==> src/rtl/i3c_pkg.sv <==
// Shared definitions for the I3C SDR broadcast CCC transmitter: state encoding,
// broadcast address constants and the T-bit parity helper.
package i3c_pkg;

  typedef enum logic [2:0] {
    S_IDLE  = 3'd0,
    S_START = 3'd1,
    S_ADDR  = 3'd2,
    S_ACK   = 3'd3,
    S_CMD   = 3'd4,
    S_TBIT  = 3'd5,
    S_STOP  = 3'd6
  } state_t;

  localparam logic [6:0] BCAST_ADDR = 7'h7E;
  localparam logic       RNW_WRITE  = 1'b0;
  localparam logic [7:0] ADDR_BYTE  = {BCAST_ADDR, RNW_WRITE};

  // T-bit: set when the byte holds an even number of ones (odd parity overall).
  function automatic logic odd_parity(input logic [7:0] data);
    return ~^data;
  endfunction

endpackage

==> src/rtl/i3c_scl_phase.sv <==
// SCL half-period timer: counts SCL_DIV cycles per half-period while run is high
// and tracks whether the current half-period is the SCL-high one.
module i3c_scl_phase #(
  parameter int SCL_DIV = 4
) (
  input  logic clk,
  input  logic rst,
  input  logic run,
  output logic phase_first,
  output logic phase_last,
  output logic phase_high
);

  localparam logic [7:0] LAST = 8'(SCL_DIV - 1);

  logic [7:0] cnt;
  logic       high;

  // A transfer opens with the START half-period, during which SCL is high.
  always_ff @(posedge clk or posedge rst) begin
    if (rst) begin
      cnt  <= '0;
      high <= 1'b1;
    end else if (!run) begin
      cnt  <= '0;
      high <= 1'b1;
    end else if (cnt == LAST) begin
      cnt  <= '0;
      high <= ~high;
    end else begin
      cnt <= cnt + 8'd1;
    end
  end

  assign phase_first = run && (cnt == 8'd0);
  assign phase_last  = run && (cnt == LAST);
  assign phase_high  = high;

endmodule

==> src/rtl/i3c_sdr_broadcast_tx.sv <==
// Controller-side I3C SDR broadcast CCC transmitter: START, 7'h7E+W, ACK,
// CCC byte, T-bit, STOP. All pad-facing outputs are registered.
module i3c_sdr_broadcast_tx
  import i3c_pkg::*;
#(
  parameter int SCL_DIV = 4
) (
  input  logic       clk,
  input  logic       rst,
  input  logic       start,
  input  logic [7:0] ccc_code,
  input  logic       sda_i,
  output logic       scl_o,
  output logic       sda_o,
  output logic       sda_oe,
  output logic       busy,
  output logic       done,
  output logic       nack
);

  state_t     state;
  logic [3:0] bit_cnt;
  logic [7:0] shift;
  logic       tbit;
  logic       nack_flag;
  logic       phase_first;
  logic       phase_last;
  logic       phase_high;
  logic [2:0] addr_idx;

  i3c_scl_phase #(.SCL_DIV(SCL_DIV)) u_phase (
    .clk         (clk),
    .rst         (rst),
    .run         (busy),
    .phase_first (phase_first),
    .phase_last  (phase_last),
    .phase_high  (phase_high)
  );

  // Address bit driven in the slot following the current one.
  assign addr_idx = 3'd6 - bit_cnt[2:0];

  always_ff @(posedge clk or posedge rst) begin
    if (rst) begin
      state     <= S_IDLE;
      bit_cnt   <= '0;
      shift     <= '0;
      tbit      <= 1'b0;
      nack_flag <= 1'b0;
      scl_o     <= 1'b1;
      sda_o     <= 1'b1;
      sda_oe    <= 1'b0;
      busy      <= 1'b0;
      done      <= 1'b0;
      nack      <= 1'b0;
    end else begin
      done <= 1'b0;
      nack <= 1'b0;
      case (state)
        S_IDLE: begin
          // done=1 marks the cycle right after a transfer; requests there are dropped.
          if (start && !busy && !done) begin
            state     <= S_START;
            bit_cnt   <= '0;
            shift     <= ccc_code;
            tbit      <= odd_parity(ccc_code);
            nack_flag <= 1'b0;
            busy      <= 1'b1;
            scl_o     <= 1'b1;
            sda_oe    <= 1'b1;
            sda_o     <= 1'b0;
          end
        end
        S_START: if (phase_last) begin
          state   <= S_ADDR;
          bit_cnt <= '0;
          scl_o   <= 1'b0;
          sda_o   <= ADDR_BYTE[7];
          sda_oe  <= ~ADDR_BYTE[7];
        end
        S_ADDR: if (phase_last) begin
          if (!phase_high) begin
            scl_o <= 1'b1;
          end else if (bit_cnt == 4'd7) begin
            state   <= S_ACK;
            bit_cnt <= '0;
            scl_o   <= 1'b0;
            sda_o   <= 1'b1;
            sda_oe  <= 1'b0;
          end else begin
            bit_cnt <= bit_cnt + 4'd1;
            scl_o   <= 1'b0;
            sda_o   <= ADDR_BYTE[addr_idx];
            sda_oe  <= ~ADDR_BYTE[addr_idx];
          end
        end
        S_ACK: begin
          if (phase_first && phase_high) nack_flag <= sda_i;
          if (phase_last) begin
            if (!phase_high) begin
              scl_o <= 1'b1;
            end else begin
              bit_cnt <= '0;
              scl_o   <= 1'b0;
              sda_oe  <= 1'b1;
              if (nack_flag) begin
                state <= S_STOP;
                sda_o <= 1'b0;
              end else begin
                state <= S_CMD;
                sda_o <= shift[7];
                shift <= {shift[6:0], 1'b0};
              end
            end
          end
        end
        S_CMD: if (phase_last) begin
          if (!phase_high) begin
            scl_o <= 1'b1;
          end else if (bit_cnt == 4'd7) begin
            state   <= S_TBIT;
            bit_cnt <= '0;
            scl_o   <= 1'b0;
            sda_o   <= tbit;
          end else begin
            bit_cnt <= bit_cnt + 4'd1;
            scl_o   <= 1'b0;
            sda_o   <= shift[7];
            shift   <= {shift[6:0], 1'b0};
          end
        end
        S_TBIT: if (phase_last) begin
          if (!phase_high) begin
            scl_o <= 1'b1;
          end else begin
            state   <= S_STOP;
            bit_cnt <= '0;
            scl_o   <= 1'b0;
            sda_o   <= 1'b0;
            sda_oe  <= 1'b1;
          end
        end
        S_STOP: if (phase_last) begin
          // Three half-periods: SCL low, SCL high with SDA low, SDA released.
          if (bit_cnt == 4'd0) begin
            bit_cnt <= 4'd1;
            scl_o   <= 1'b1;
          end else if (bit_cnt == 4'd1) begin
            bit_cnt <= 4'd2;
            sda_o   <= 1'b1;
            sda_oe  <= 1'b0;
          end else begin
            state   <= S_IDLE;
            bit_cnt <= '0;
            busy    <= 1'b0;
            done    <= 1'b1;
            nack    <= nack_flag;
          end
        end
        default: state <= S_IDLE;
      endcase
    end
  end

endmodule

==> config.mk <==
export PLATFORM = sky130hd
export DESIGN_NAME = i3c_sdr_broadcast_tx
export DESIGN_NICKNAME = d
export VERILOG_FILES = /design/src/rtl/i3c_pkg.sv /design/src/rtl/i3c_scl_phase.sv /design/src/rtl/i3c_sdr_broadcast_tx.sv
export SDC_FILE = /design/constraint.sdc
export NUM_CORES = 1
export LEC_CHECK = 0
export CORE_MARGIN = 1
export CORE_UTILIZATION = 45
export CTS_CLUSTER_SIZE = 24
export DETAILED_ROUTE_END_ITERATION = 12
export DONT_BUFFER_PORTS = 1
export GPL_TIMING_DRIVEN = 0
export MAX_ROUTING_LAYER = met4
export PLACE_DENSITY = 0.62
export SYNTH_ARGS = -nofsm -noshare
export SYNTH_HDL_FRONTEND = slang
export SYNTH_SLANG_ARGS = --single-unit
==> constraint.sdc <==
create_clock -name clk -period 2 [get_ports clk]
set_clock_uncertainty 0.05 [all_clocks]
set_input_delay 0.5 -clock clk [delete_from_list [all_inputs] [get_ports clk]]
set_output_delay 0.5 -clock clk [all_outputs]
set_load 0.05 [all_outputs]
==> results of run 1 <==
[power by group through the flow]
stage          Combinational, mW  Sequential (mW)  Clock [mW]
2_1_floorplan               1.18             1.19           0
3_3_place_gp                1.42             1.24           0
3_5_place_dp                1.46             1.25           0
4_1_cts                     1.74             1.23       0.627
5_1_grt                     2.17             1.30       0.650
6_report                    1.99             1.26       0.619
[area by class of cell]
type / instances / area [µm²]
clock buffer: 6 / 72.6
multi-input combinational: 159 / 1210
tap: 50 / 62.6
sequential: 32 / 815
clock inverter: 2 / 35.0
inverter: 12 / 45.0
fill: 345 / 1640
buffer: 5 / 30.0
timing repair buffer: 17 / 148
[stage by stage]
stage	setup slack, ns	cells	hold slack (ns)	TNS [ns]
after floorplan	-0.0788	209	0.399	-0.0969
after CTS	-0.182	277	0.287	-1.68
after global routing	-0.255	283	0.153	-2.13
final	-0.185	283	0.115	-0.915
after global placement	-0.207	259	0.423	-1.55
after detailed placement	-0.231	259	0.444	-2.40
[cells by family after synthesis]
| family | after synthesis | share of synthesized area [%] |
|---|---|---|
| AOI/OAI and AO/OA | 41 | 14.1 |
| xor gates and xnor gates | 16 | 7.22 |
| adders and majority gates | 6 | 3.80 |
| buffers and inverters | 18 | 3.93 |
| DFF | 32 | 41.5 |
| muxes | 9 | 4.84 |
| and+or+nand+nor | 87 | 24.6 |
[synth_stat cells (2+ instances only)]
cell type / instances
nor2_1: 26
nand3_1: 14
nand3b_1: 3
nor2_2: 2
or3b_1: 2
dfstp_2: 3
o21ai_1: 7
nor3_1: 5
and2_1: 2
xnor2_1: 8
mux2_1: 3
nand4_1: 2
nor4_1: 3
o21ai_0: 4
and3_1: 3
ha_1: 5
inv_1: 12
a31oi_1: 2
clkbuf_1: 4
o41ai_1: 2
a21oi_1: 12
nand2_1: 11
dfrtp_1: 29
xor2_1: 8
and3b_1: 3
a22o_1: 2
nor3b_2: 2
mux2i_1: 6
o21a_1: 3
[sequential cells by signal, indices dropped and copies added (netlist names)]
name                count
nack_flag               1
shift                   8
done                    1
sda_o                   1
sda_oe                  1
u_phase.phase_high      1
busy                    1
nack                    1
bit_cnt                 4
u_phase.cnt             8
state                   3
tbit                    1
scl_o                   1
[timing repair]
action,CTS,global route
buffers inserted,11,5
setup endpoints to repair,19,20
gates resized for setup,17,29
pin swaps,7,8
[final timing paths]
path,to,slack [ns]
worst max-delay path,bit_cnt[3],-0.19
worst min-delay path,u_phase.cnt[7],0.12
worst max register to register,bit_cnt[3],-0.19
worst min register to register,tbit,0.45
max in group asynchronous,sda_o,1.19
min in group clk,nack_flag,0.28
[critical path, cell delays in order (launching register included)]
cell and delay (ns):
dfrtp_4 0.58, or3b_4 0.42, a22o_1 0.26, o31a_1 0.32, or4_1 0.42, nand2_1 0.08
[cell usage in the layout (no fill, tap or decap), types with 4 or more instances in the layout]
cell,n
a21oi_1,11
buf_4,14
clkbuf_8,5
dfrtp_1,23
dfrtp_2,5
inv_1,10
mux2i_1,6
nand2_1,10
nand3_1,14
nor2_1,23
nor3_1,4
o21ai_0,4
o21ai_1,4
xnor2_1,8
xor2_1,8
[per-layer routing]
layer | share of wire [%] | vias up | track usage [%]
li1 | - | 795 | -
met1 | 44 | 814 | 29.3
met2 | 48 | 54 | 37.9
met3 | 4.9 | 19 | 5.57
met4 | 3.1 | 0 | 12.0
met5 | 0 | - | -
==> metrics, run 1 <==
status=finished with violations; violated checks=setup timing; # port buffers=0; Finished Core Util=59.6%; H-tree Lvls=2; critical setup path kind=reg -> reg; Max-cap violations=0; Inserted Diodes=0; CTS tree=built; # setup viols final=9; Final Slew Violations=0; Synth cell types=50; period utilisation layout=109%; sw frac=43.1%; Die Y=about 68 µm; Die Wd=slightly below 70 µm; syn_nets=roughly 230; worst setup path startpoint=busy; clock slew at reported path FFs=0.07 ns; die area=4580 µm²; clock root cell=clkbuf_8; Worst Tran Pin Value=~0.6 ns; min Tclk post-route=approximately 2.2 ns; Placer Congestion=0.929; crit path max fanout=6; CORE AREA=4060 µm²; Layout area overhead=24.6%; WP data arrival=2.37 ns; Post-synth EDFFs=0; CTS sink cnt=32; cts hold-fix bufs=0; FP Rows=23; drt first pass iters=4; largest net degree at the start of global routing=33; nets=about 250; register area share after synthesis=between 40% and 50%; crit start category=flip-flop; post-DP HPWL=roughly 3200 µm; final wirelength=4940 µm; Placed Area=2010 µm²; Seq cells post-synth=32; total power=just under 4 mW; GRT Overall Usage=24.3%; number of primary I/O pins=18; Leak Pwr=roughly 1.1 nW; P_sw=roughly 1.7 mW; Req. time, crit path=2.18 ns; Top FF cell, synth=dfrtp_1; grt ovf=0; clock network fraction of total power=about 16%; fin area=2420 µm²; Cells after Synth=209; Final Hold Fails=0; first-pass GRT wire length=7820 µm; Yosys top cell by area=dfrtp_1; via count=1682; share of layout cells above drive strength 1=30.5%; Peak VDD IR=0.737 mV; Rel. slew slack=59.8%; vias in the first global route=~1700; reg2reg path depth=5; hold crit path type=in -> async; final worst slack=-0.185 ns; Initial Util=a little under half; Internal Power=2.20 mW; P per Cell Area=1600 nW/µm²; Antenna Nets Post-Route=0; WL/cell=~17 µm; FFs w/ async S/R, synth=100%; total CTS buffers=5; initial antenna violation count=0; drt via density=5.94; Area contributors post-synth=dfrtp_1 37%, nor2_1 5.0%, dfstp_2 4.1%, nand3_1 3.6%, xnor2_1 3.6%; Initial DRC Count=117; synthesized area per cell=around 9.3 µm²; final routed DRC violation total=0; part of the power in registers=32.6%; top cell type's share of synthesized area=between 30% and 40%; Crit. End Element=flip-flop; unrepaired setup endpoints after global routing=yes; Worst-Skew Late Latency=0.29 ns; Synth Warn #=0; synthesized area=approximately 1900 µm²; clk buf depth=2; Logic pwr share=roughly half; Fmax=0.458 GHz; Crit Reg-Reg Startpoint=busy
(Power assumes the default switching activity.)
==> inputs of run 2 (changes only) <==
--- a/config.mk
+++ b/config.mk
@@ -5,7 +5,6 @@
 export SDC_FILE = /design/constraint.sdc
 export NUM_CORES = 1
 export LEC_CHECK = 0
-export CORE_MARGIN = 1
 export CORE_UTILIZATION = 45
 export CTS_CLUSTER_SIZE = 24
 export DETAILED_ROUTE_END_ITERATION = 12
==> results of run 2 <==
The final DEF is identical to that of run 1; final timing and power are the same.
